$ cat src/rtl/bin2bcd_seq.sv
// Sequential double-dabble binary-to-BCD converter, one input bit per clock.
// Optional leading-zero blanking is built when BIN2BCD_BLANK_EN is defined.
module bin2bcd_seq #(
  parameter int unsigned WIDTH  = 16,
  parameter int unsigned DIGITS = 5
) (
  input  logic                  clk_i,
  input  logic                  rst_ni,
  input  logic                  start_i,
  input  logic [WIDTH-1:0]      bin_i,
  output logic                  busy_o,
  output logic                  done_o,
  output logic [4*DIGITS-1:0]   bcd_o,
  output logic                  ovf_o,
  output logic [DIGITS-1:0]     blank_o
);

  localparam int unsigned BcdW = 4 * DIGITS;
  localparam int unsigned CntW = $clog2(WIDTH);

  typedef enum logic [1:0] {StIdle, StShift, StDone} state_e;

  state_e            state_q, state_d;
  logic [WIDTH-1:0]  shift_q, shift_d, shift_sh;
  logic [BcdW-1:0]   dig_q, dig_d, dig_adj, dig_sh;
  logic [CntW-1:0]   cnt_q, cnt_d;
  logic              sovf_q, sovf_d;
  logic [BcdW-1:0]   bcd_q, bcd_d;
  logic              ovf_q, ovf_d;
  logic              busy_q, done_q;
  logic              top_out;
  logic              load;
  logic              finish;

  // One shared add-3 stage per digit, followed by the 1-bit shift.
  always_comb begin
    dig_adj = dig_q;
    for (int i = 0; i < DIGITS; i++) begin
      if (dig_q[4*i +: 4] >= 4'd5) begin
        dig_adj[4*i +: 4] = dig_q[4*i +: 4] + 4'd3;
      end
    end
    top_out            = dig_adj[BcdW-1];
    {dig_sh, shift_sh} = {dig_adj[BcdW-2:0], shift_q, 1'b0};
  end

  always_comb begin
    state_d = state_q;
    shift_d = shift_q;
    dig_d   = dig_q;
    cnt_d   = cnt_q;
    sovf_d  = sovf_q;
    bcd_d   = bcd_q;
    ovf_d   = ovf_q;
    load    = 1'b0;
    finish  = 1'b0;
    case (state_q)
      StIdle: begin
        if (start_i) load = 1'b1;
      end
      StShift: begin
        shift_d = shift_sh;
        dig_d   = dig_sh;
        sovf_d  = sovf_q | top_out;
        if (cnt_q == '0) begin
          // Result is registered on the last shift so it is visible during DONE.
          finish  = 1'b1;
          state_d = StDone;
          bcd_d   = dig_sh;
          ovf_d   = sovf_q | top_out;
        end else begin
          cnt_d = cnt_q - 1'b1;
        end
      end
      StDone: begin
        if (start_i) load = 1'b1;
        else         state_d = StIdle;
      end
      default: state_d = StIdle;
    endcase
    if (load) begin
      state_d = StShift;
      shift_d = bin_i;
      dig_d   = '0;
      cnt_d   = CntW'(WIDTH - 1);
      sovf_d  = 1'b0;
    end
  end

  always_ff @(posedge clk_i or negedge rst_ni) begin
    if (!rst_ni) begin
      state_q <= StIdle;
      shift_q <= '0;
      dig_q   <= '0;
      cnt_q   <= '0;
      sovf_q  <= 1'b0;
      bcd_q   <= '0;
      ovf_q   <= 1'b0;
      busy_q  <= 1'b0;
      done_q  <= 1'b0;
    end else begin
      state_q <= state_d;
      shift_q <= shift_d;
      dig_q   <= dig_d;
      cnt_q   <= cnt_d;
      sovf_q  <= sovf_d;
      bcd_q   <= bcd_d;
      ovf_q   <= ovf_d;
      busy_q  <= (state_d == StShift);
      done_q  <= (state_d == StDone);
    end
  end

  assign busy_o = busy_q;
  assign done_o = done_q;
  assign bcd_o  = bcd_q;
  assign ovf_o  = ovf_q;

`ifdef BIN2BCD_BLANK_EN
  localparam logic [DIGITS-1:0] BlankRst = {DIGITS{1'b1}} ^ DIGITS'(1);

  logic [DIGITS-1:0] blank_q, blank_d;
  logic              seen;

  // Scan from the top digit down; digit 0 is never blanked.
  always_comb begin
    blank_d = blank_q;
    seen    = 1'b0;
    if (finish) begin
      blank_d = '0;
      for (int i = DIGITS - 1; i >= 1; i--) begin
        seen       = seen | (|dig_sh[4*i +: 4]);
        blank_d[i] = ~seen;
      end
    end
  end

  always_ff @(posedge clk_i or negedge rst_ni) begin
    if (!rst_ni) blank_q <= BlankRst;
    else         blank_q <= blank_d;
  end

  assign blank_o = blank_q;
`else
  assign blank_o = '0;
`endif

endmodule

$ cat config.mk
export PLATFORM = sky130hd
export DESIGN_NAME = bin2bcd_seq
export DESIGN_NICKNAME = d
export VERILOG_FILES = /design/src/rtl/bin2bcd_seq.sv
export SDC_FILE = /design/constraint.sdc
export NUM_CORES = 1
export LEC_CHECK = 0
export CAP_MARGIN = 10
export CORE_UTILIZATION = 40
export DETAILED_ROUTE_END_ITERATION = 10
export GPL_TIMING_DRIVEN = 0
export PLACE_DENSITY = 0.69
export SETUP_SLACK_MARGIN = 0.15
export SYNTH_ARGS = -nofsm -noshare
export SYNTH_HDL_FRONTEND = slang
export SYNTH_SLANG_ARGS = --single-unit
$ cat constraint.sdc
create_clock -name clk_i -period 2.7 [get_ports clk_i]
set_input_delay 0.54 -clock clk_i [delete_from_list [all_inputs] [get_ports clk_i]]
set_output_delay 0.54 -clock clk_i [all_outputs]
set_load 0.01 [all_outputs]
### Yosys cells after proc, flatten, opt, wreduce, memory -nomap -nowiden

Index checks and enable logic that the tools add are counted.

| word-level totals | value |
|---|---|
| bits in registers | 66 |
| bits of input ports | 19 |
| memories | 0 |
| bits in latches | 0 |
| memory bits (read-only) | 0 |
| output and inout port bits | 28 |
| memory bits (writable) | 0 |
| logic and storage cells | 52 |

| operators by class | value |
|---|---|
| reduce and logical (&&, ||, !) cells | 6 |
| order comparisons | 5 |
| add/subtract/negate cells | 6 |
| equal/unequal tests | 5 |
| $mul | 0 |
| mux-type cells | 20 |
| shift-type cells | 0 |
| div/mod/pow operators | 0 |
| bitwise operators | 1 |

Operator list:

| cell | number |
|---|---|
| $mux W20 | 2 |
| $mux W16 | 2 |
| $mux W4 | 8 |
| $add A4 B2 Y4 const B | 5 |
| $ge A4 B3 Y1 const B | 5 |
| $mux W2 | 3 |
| $pmux W2 S3 | 1 |
| $eq A2 B1 Y1 const B | 2 |
| $eq A2 B2 Y1 const B | 2 |
| $logic_not A4 Y1 | 1 |
| $mux W1 | 4 |
| $reduce_and A2 Y1 | 2 |
| $sub A4 B1 Y4 const B | 1 |
| $logic_not A2 Y1 | 1 |
| $ne A2 B2 Y1 const B | 1 |
| $reduce_bool A2 Y1 | 1 |
| $reduce_or A2 Y1 | 1 |
| $or A1 B1 Y1 | 1 |

### Logic depth before layout (Yosys ltp)

| depth | value |
|---|---|
| depth in word-level cells | 5 |
| depth in mapped cells | 8 |
| mapped depth without buffers | 7 |

### Least setup slack after synthesis

No wires, ideal clock.

| path | value |
|---|---|
| path type | register to register |
| from | reg cnt_q[0] |
| to | reg bcd_q[10], in the netlist bcd_o[10] |
| clock period less this slack | 1.835 ns |
| setup time | 0.125 ns |
| required time | 2.575 ns |
| arrival time | 1.710 ns |
| buffers on the path | 1 |
| path slack | 0.865 ns |
| stages on the path, launching flop included | 8 |
| path through | dfrtp_1 > inv_1 > ha_1 > or3b_1 > or2_1 > buf_6 > clkinv_8 > mux2_2 |

| on the way | value |
|---|---|
| longest elaborated chain between the ends | 2 |

Ends and longest elaborated chain:

| item | RTL line | RTL |
|---|---|---|
| start: declaration | 26 | `logic [CntW-1:0] cnt_q, cnt_d;` |
| start signal: assignment | 105 | `cnt_q <= cnt_d;` |
| $logic_not A4 Y1 | 65 | `if (cnt_q == '0) begin` |
| $reduce_and A2 Y1 (no line) | n/a |  |
| end signal: assignment | 97 | `bcd_q <= '0;` |
| end signal: assignment | 107 | `bcd_q <= bcd_d;` |
| end: declaration | 28 | `logic [BcdW-1:0] bcd_q, bcd_d;` |

No other way between the ends.
A chain may end at the register's enable or synchronous reset.

### Worst setup path after layout

| path | value |
|---|---|
| from | reg cnt_q[0] |
| to | reg bcd_q[18], in the netlist bcd_o[18] |

The elaborated chain is that of the path after synthesis.

==> flow_summary.yaml <==
run_status:
  status: "complete, no violations"
yosys:
  async_flop_share_pct: 100
  yosys-top-cells-area: "dfrtp_1, nand2_1, ha_1, a22oi_1, o21ai_0"
  mappedNetlistArea_um2: 3090
  syn_area_per_cell_um2: 10.3
  ys_dominant_reg_cell: "dfrtp_1"
  synth_cell_type_count: 32
  yosysTopAreaCell: "dfrtp_1"
  synth_common_cells: "dfrtp_1, nand2_1, o21ai_0"
  ys_ff_latch: 66
  ys_warn_count: 0
  ys_seq_area_share_pct: 53.5
  yosysMostFrequentCell: "dfrtp_1"
  synth-edff-count: 0
  synthCells: 301
  yosysTopAreaCellShare_pct: 53.5
critical_path:
  cp_cell_sequence: "inv_1 > ha_1 > or3b_1 > or2_1 > buf_6 > clkinv_8 > mux2_2"
  worstPathArrival_ns: 2.20
  crit_slowest_cell: "or3b_1"
  end_kind: "register"
  max_stage_delay_ns: 0.40
  crit_type: "reg2reg"
  crit_fanout: 10
  cp_data_required_time_ns: 2.92
  cp-start-kind: "register"
cts:
  post_cts_buffers: 0
  htreeDepth: 3
  cts_buffer_depth: 2
  cts_buffers: 9
  cts_hold_buf: 0
  path_clk_slew_ns: 0.07
  clk_latency_ns: 0.34
  cts_tree: "yes"
  cts_root_buf: "clkbuf_8"
  cts.repair.resized: 0
  clkSinkCount: 66
pwr:
  power.density_nw_per_um2: 1190
  power.leakage_nw: 1.78
  ir_drop_mv: 0.475
  finalPower_mw: 4.54
sta:
  setup_violations: 0
  max_freq_ghz: 0.503
  slew_headroom_pct: 44.4
  period_minus_slack_ns: 1.99
  period_share_pct: 73.6
  final_max_slew_viol_count: 0
  hold_viol: 0
  tightest_slew_ns: 0.834
  fin_worst_skew_ns: 0.00656
  rsz0062_at_grt: "no"
floorplanning:
  fp.dieH_um: 89.8
  std_cell_rows: 31
  core_area_um2: 7370
  initial_core_util_pct: 41.9
  ioPinCount: 47
  die_x_um: 89.8
  die_area_um2: 8070
route:
  vias: 2315
  first_iter_violations: 170
  wl_per_cell_um: 13.7
  drc: 0
  firstDrtPassIters: 4
  routed_wl_mm: 6.27
  drtAntennaViolNets: 0
  avgViaCountPerCell: 5.04
finish:
  n_antenna_cell: 0
  drive_above_1_share_pct: 10.8
  fin_nets: 387
  instances_no_fill: 459
  syn2layout_area_growth_pct: 23.9
global_route:
  grt_max_degree: 67
  track_usage_pct: 17.0
  grt_overflow: 0
  grt_pass1_wl_mm: 10.8
  antenna_found_initial: 0
  grt_pass1_vias: 2271
placement:
  dp.cells: 445
  portBuffers: 41
  dp_hpwl_mm: 4.36
  globalplace.congestion: 0.793
worst_hold_path:
  worstHoldPathType: "in2async"
run:
  drv_cap: 0
==> flip-flops by register name, indices dropped and copies added, names as in the netlist <==
name     flops
shift_q     16
cnt_q        4
done_o       1
bcd_o       20
sovf_q       1
ovf_o        1
state_q      2
busy_o       1
dig_q       20
==> through the flow <==
step                      util [%]  TNS (ns)  hold WS, ns  area [um^2]  setup WS [ns]
final                         51.9         0        0.291         3820          0.713
after global routing          51.9         0        0.362         3820          0.514
after CTS                     51.9         0        0.327         3820          0.711
after detailed placement      49.3         0        0.467         3630          0.377
after global placement        49.3    -74.42        0.461         3630          -1.13
after floorplan                  -         0        0.244         3100          0.865
==> final cells by class <==
cell class              count  area (um^2)
fillers                   702         3550
flip-flops and latches     66         1650
multi-input cells         207         1270
repair buffers             41          408
clock buffers              11          151
well taps                  99          124
plain buffers              18          113
inverters                  14         65.1
clock inverters             3         40.0
==> where the power goes <==
group          switching [mW]  leakage [nW]  internal, mW
clock network           0.349         0.101         0.463
registers               0.314         0.831          1.42
logic                    1.06         0.846         0.927
total                    1.72          1.78          2.81
==> worst paths after layout <==
kind	from	to	slack, ns	depth (start not counted)
setup / recovery	cnt_q[0]	bcd_o[18]	0.71	7
hold / removal	rst_ni	bcd_o[15]	0.29	1
setup reg to reg	cnt_q[0]	bcd_o[18]	0.71	7
hold reg to reg	bcd_o[12]	bcd_o[12]	0.48	2
max in group asynchronous	rst_ni	shift_q[14]	1.85	1
min in group clk_i	bcd_o[12]	bcd_o[12]	0.48	2
==> placed cells by master (no fill, tap or decap), types with 2 or more instances in the layout <==
cell type | Yosys | final
buf_2 | 3 | 3
xnor2_1 | 6 | 6
buf_6 | 3 | 3
dfrtp_1 | 66 | 66
nor2_1 | 2 | 2
inv_1 | 13 | 13
a22oi_1 | 15 | 15
clkbuf_8 | 0 | 11
conb_1 | 1 | 5
clkinv_2 | 0 | 2
clkdlybuf4s50_1 | 0 | 40
nand2b_1 | 7 | 7
ha_1 | 11 | 11
a22o_1 | 9 | 9
mux2_2 | 5 | 5
nand2_1 | 63 | 63
nand3_1 | 5 | 5
o21ai_1 | 2 | 2
a311oi_1 | 2 | 2
nor3b_1 | 10 | 10
nor2b_1 | 2 | 2
o21ai_2 | 6 | 6
a21oi_1 | 16 | 16
mux2i_1 | 5 | 5
clkbuf_1 | 7 | 7
buf_4 | 5 | 6
a31oi_1 | 2 | 2
mux2_1 | 2 | 2
o21ai_0 | 22 | 22
nor3_1 | 6 | 6
==> cells by family (layout without fill, tap and decap cells) <==
kind of cell             count (synthesis)  in the layout  synth area share, %
adder cells (fa/ha/maj)                 11             11                 4.46
other                                    1              5                0.122
buffers and inverters                   32             87                 5.76
multiplexers                            12             12                 4.18
flip-flops                              66             66                 53.5
AND/OR/NAND/NOR                         98             98                 14.6
AO/OA/AOI/OAI                           75             75                 15.6
XOR/XNOR                                 6              6                 1.70
==> worst max-delay path, delay by kind of cell (launching register included) <==
| family | cells | cell delay [ns] |
|---|---|---|
| DFF | 1 | 0.38 |
| muxes | 1 | 0.33 |
| adders and majority gates | 1 | 0.20 |
| buffers and inverters | 3 | 0.34 |
| and+or+nand+nor | 2 | 0.63 |
==> layer usage <==
layer,vias up,global-route usage [%],part of all wire (%)
met3,11,6.09,5.1
met4,0,5.05,1.3
met2,54,27.2,49
li1,1139,-,-
met1,1111,21.5,45
met5,-,0,0
(Power assumes the default switching activity.)
